File: config.mk
export PLATFORM = sky130hd
export DESIGN_NAME = irq_request_latch
export DESIGN_NICKNAME = d
export VERILOG_FILES = /design/src/rtl/irq_request_latch.sv
export SDC_FILE = /design/constraint.sdc
export NUM_CORES = 1
export LEC_CHECK = 0
export CORE_MARGIN = 8
export CORE_UTILIZATION = 48
export CTS_CLUSTER_SIZE = 16
export DETAILED_ROUTE_END_ITERATION = 10
export DONT_BUFFER_PORTS = 1
export PLACE_DENSITY_LB_ADDON = 0.12
export SLEW_MARGIN = 20
export SYNTH_ARGS = -nofsm -noshare
export SYNTH_HDL_FRONTEND = slang
export SYNTH_SLANG_ARGS = --single-unit
File: constraint.sdc
create_clock -name clk -period 1.8 [get_ports clk]
set_clock_uncertainty 0.1 [all_clocks]
set_input_delay 0.09 -clock clk [delete_from_list [all_inputs] [get_ports clk]]
set_output_delay 0.09 -clock clk [all_outputs]
set_load 0.02 [all_outputs]
File: src/rtl/irq_request_latch.sv
// rtl/irq_request_latch.sv - synchronised, edge-captured, maskable request latch feeding a 4-to-2 priority encoder (optional IRQ_OVERFLOW_EN)
module irq_request_latch #(
    parameter int SYNC_STAGES = 2
) (
    input  logic       clk,
    input  logic       rst,
    input  logic [3:0] req_in,
    input  logic [3:0] mask,
    input  logic       ack,
    input  logic [1:0] ack_id,
    output logic [3:0] d,
    output logic       irq,
    output logic [3:0] overflow,
    input  logic       ovf_clr
);

    typedef enum logic [0:0] {
        IDLE    = 1'b0,
        PRESENT = 1'b1
    } state_t;

    state_t                        state_q, state_d;
    logic [SYNC_STAGES-1:0][3:0]   sync_q, sync_d;
    logic [3:0]                    hist_q, hist_d;
    logic [3:0]                    pending_q, pending_d;
    logic [3:0]                    d_q, d_d;
    logic                          irq_q, irq_d;

    logic [3:0]                    rise;
    logic [3:0]                    clr_vec;
    logic [3:0]                    visible;
    logic                          ack_ok;

    // Synchroniser shift, history flop and rising-edge detect on the synchronised lines
    always_comb begin
        sync_d = {sync_q[SYNC_STAGES-2:0], req_in};
        hist_d = sync_q[SYNC_STAGES-1];
        rise   = sync_q[SYNC_STAGES-1] & ~hist_q;
    end

    // An ack only counts when it names a bit of the frozen snapshot; new edges beat the clear
    always_comb begin
        ack_ok    = (state_q == PRESENT) && ack && d_q[ack_id];
        clr_vec   = ack_ok ? (4'b0001 << ack_id) : 4'b0000;
        pending_d = (pending_q & ~clr_vec) | rise;
    end

    // Presentation FSM: load a snapshot from IDLE, hold it until a matching ack
    always_comb begin
        state_d = state_q;
        d_d     = d_q;
        irq_d   = irq_q;
        visible = pending_q & ~mask;
        case (state_q)
            IDLE: begin
                if (visible != 4'b0000) begin
                    d_d     = visible;
                    irq_d   = 1'b1;
                    state_d = PRESENT;
                end
            end
            PRESENT: begin
                if (ack_ok) begin
                    d_d     = 4'b0000;
                    irq_d   = 1'b0;
                    state_d = IDLE;
                end
            end
            default: begin
                d_d     = 4'b0000;
                irq_d   = 1'b0;
                state_d = IDLE;
            end
        endcase
    end

    // State registers; reset clears everything immediately, including mid-presentation
    always_ff @(posedge clk or posedge rst) begin
        if (rst) begin
            state_q   <= IDLE;
            sync_q    <= '0;
            hist_q    <= 4'b0000;
            pending_q <= 4'b0000;
            d_q       <= 4'b0000;
            irq_q     <= 1'b0;
        end else begin
            state_q   <= state_d;
            sync_q    <= sync_d;
            hist_q    <= hist_d;
            pending_q <= pending_d;
            d_q       <= d_d;
            irq_q     <= irq_d;
        end
    end

    assign d   = d_q;
    assign irq = irq_q;

`ifdef IRQ_OVERFLOW_EN
    logic [3:0] overflow_q, overflow_d;

    // Sticky overflow: edge on an already-pending line that is not being cleared this cycle
    always_comb begin
        overflow_d = (overflow_q & ~{4{ovf_clr}}) | (rise & pending_q & ~clr_vec);
    end

    // Overflow register
    always_ff @(posedge clk or posedge rst) begin
        if (rst) begin
            overflow_q <= 4'b0000;
        end else begin
            overflow_q <= overflow_d;
        end
    end

    assign overflow = overflow_q;
`else
    logic unused_ovf_clr;

    assign unused_ovf_clr = ovf_clr;
    assign overflow       = 4'b0000;
`endif

endmodule

==> flow_summary_export.csv <==
group,metric,value,unit
timing,fmax,706,MHz
timing,fin_ws,0.383,ns
synthesis,syn_inst,64,
setup_path,critPathCaptureType,"flop",
timing,period_share,0.787,
grt,grt_pass1_wl,2440,µm
placed_design,hpwl,1050,µm
floorplan,initial_core_util,0.491,
timing,tns,0,ns
setup_path,cp.required,1.87,ns
synthesis,yosys_warnings,0,
timing,grt_setup_unrepaired,"false",
layout,antennaDiodeCount,0,
power,peakVddDrop,0.000742,V
route,totalWireLength,1480,µm
route,ant_nets,0,
grt,grt_pass1_vias,550,
grt,grt_antenna_before_repair,0,
clock_network,cts_buffers,3,
timing,drv_slew,0,
floorplan,dieArea,3290,µm²
clock_network,h-tree-depth,1,
setup_path,crit_path_max_fanout,8,
power,leakage,0.441,nW
power,powerDensity,1210,nW/µm²
synthesis,synth.ff_latch_count,22,
clock_network,clk_latency,0.29,ns
clock_network,post_cts_buffers,0,
clock_network,cts.sinks,22,
floorplan,die_x,57.4,µm
synthesis,synthFlopType,"dfrtp_1",
placed_design,post-place-ws,0.404,ns
layout,utilization,0.574,
setup_path,path_class,"reg2reg",
setup_path,cp_slowest_cell,"dfrtp_1",
synthesis,synth_edf_count,0,
route,dr_total_vias,497,
clock_network,cts_tree,"yes",
placed_design,gp_congestion,0.757,
synthesis,async_flop_share,1.00,
job,cap_violations,0,
route,viasPerCell,5.29,
synthesis,ys_types,15,
synthesis,synth_top_area_frac,0.671,
grt,grt_max_degree,13,
layout,area_growth,16.8,%
floorplan,fp.dieH,57.4,µm
route,drtIter0Drc,6,
route,drc,0,
setup_path,path_delay_family,"flip-flops",
synthesis,avgSynthCellArea,12.8,µm²
floorplan,core,1670,µm²
setup_path,crit_chain,"nand3b_1, o22ai_2, o32ai_1",
setup_path,slowest_delay,0.51,ns
floorplan,rows,15,
status,status,"completed",
floorplan,ios,23,
synthesis,post-synth-top-count-cell,"dfrtp_1",
synthesis,synth-seq-area-share,0.671,
route,drt-pass1-iter-count,4,
clock_network,clockRootBuffer,"clkbuf_4",
timing,setup_viol,0,
clock_network,clkTransAtPathRegs,0.11,ns
clock_network,clockBufferDepth,2,
hold_path,hp-class,"in2reg",
layout,drive_above_1_share,0.0779,
synthesis,yosys-top-cells-area,"dfrtp_1, inv_1, o32ai_1",
route,wire_per_inst,15.7,µm
timing,period_needed,1.42,ns
grt,gr-total-overflow,0,
grt,grt_use_total,0.0955,
setup_path,cp-start-kind,"flop",
setup_path,cp.buffers_inverters,0,
timing,hold_viol_final,0,
placed_design,portBuffers,0,
synthesis,synth.largest_area_cell,"dfrtp_1",
synthesis,netlist_area,821,µm²
setup_path,arrival,1.49,ns
layout,fin_nets,93,
layout,fillCellCount,149,
synthesis,ys_top_cells_by_count,"dfrtp_1, inv_1",
power by group:
group | internal (W) | switching (W) | total, W
registers | 0.000581 | 0.000137 | 0.000718
logic | 0.000106 | 0.000124 | 0.000230
clock network | 0.0000778 | 0.000137 | 0.000214
cells by family after synthesis:
kind of cell    Yosys count  synth area share
compound gates           16             0.157
simple gates              6            0.0457
other cells               1           0.00457
buf+inv                  17            0.0976
mux                       2            0.0244
flops                    22             0.671
final timing paths:
| path | startpoint | end | slack, ns | depth (start not counted) |
|---|---|---|---|---|
| max | state_q$_DFF_PP0_ | d[2]$_DFFE_PP0P_ | 0.38 | 3 |
| min | ack | pending_q[3]$_DFF_PP0_ | 0.001 | 3 |
| max reg2reg | state_q$_DFF_PP0_ | d[2]$_DFFE_PP0P_ | 0.38 | 3 |
| min reg2reg | sync_d[5]$_DFF_PP0_ | hist_d[1]$_DFF_PP0_ | 0.26 | 0 |
| max in group asynchronous | rst | hist_q[2]$_DFF_PP0_ | 0.96 | 3 |
| min in group asynchronous | rst | d[1]$_DFFE_PP0P_ | 0.13 | 2 |
repair_timing:
action	in CTS	in global routing
setup endpoints to repair	0	0
resized for setup	0	0
hold endpoints to repair	34	0
hold buffers	11	0
layer usage:
layer  vias to the layer above  share of wire  global-route usage
met5                         -              0                   0
met3                         2          0.066              0.0359
met2                        12           0.49               0.161
met4                         0         0.0081              0.0536
met1                       249           0.44              0.0997
li1                        234              -                   -
cell type report:
class	instances	area, µm²	share of cell area
Sequential cell	22	551	0.574
Multi-Input combinational cell	28	201	0.210
Timing Repair Buffer	12	118	0.123
Inverter	12	45.0	0.0470
Clock buffer	3	22.5	0.0235
Tap cell	17	21.3	0.0222
registers in the layout, summed over array words and instances (netlist names):
name,cells
irq,1
sync_d,4
state_q,1
pending_q,4
hist_q,4
d,4
hist_d,4
cell usage in the layout, fill, tap and decap left out:
| cell type | Yosys | final |
|---|---|---|
| conb_1 | 1 | 4 |
| o21bai_1 | 2 | 2 |
| dfrtp_1 | 22 | 22 |
| mux2i_1 | 2 | 2 |
| clkbuf_4 | 0 | 3 |
| inv_1 | 12 | 12 |
| o22ai_2 | 1 | 1 |
| buf_4 | 4 | 1 |
| o31ai_1 | 4 | 4 |
| o32ai_1 | 4 | 4 |
| a41oi_2 | 1 | 1 |
| nand3b_1 | 1 | 1 |
| dlygate4sd3_1 | 0 | 11 |
| o21ai_1 | 4 | 4 |
| nand2b_1 | 4 | 4 |
| nand3_1 | 1 | 1 |
metrics by stage:
step                      hold WS, ns  area [µm²]  total power (W)  cells
after floorplan               -0.0208         832         0.000895     67
after global placement        -0.0981         826         0.000936     80
after detailed placement      -0.0851         826         0.000945     80
after CTS                     0.00196         958          0.00118     94
after global routing           0.0121         958          0.00123     94
final                         0.00124         958          0.00116     94
worst reg2reg max path, delay by kind of cell, from the launching register on:
kind | cells | cell delay [ns]
AO/OA/AOI/OAI | 2 | 0.46
flip-flops | 1 | 0.51
AND/OR/NAND/NOR | 1 | 0.21
(Power assumes the default switching activity.)
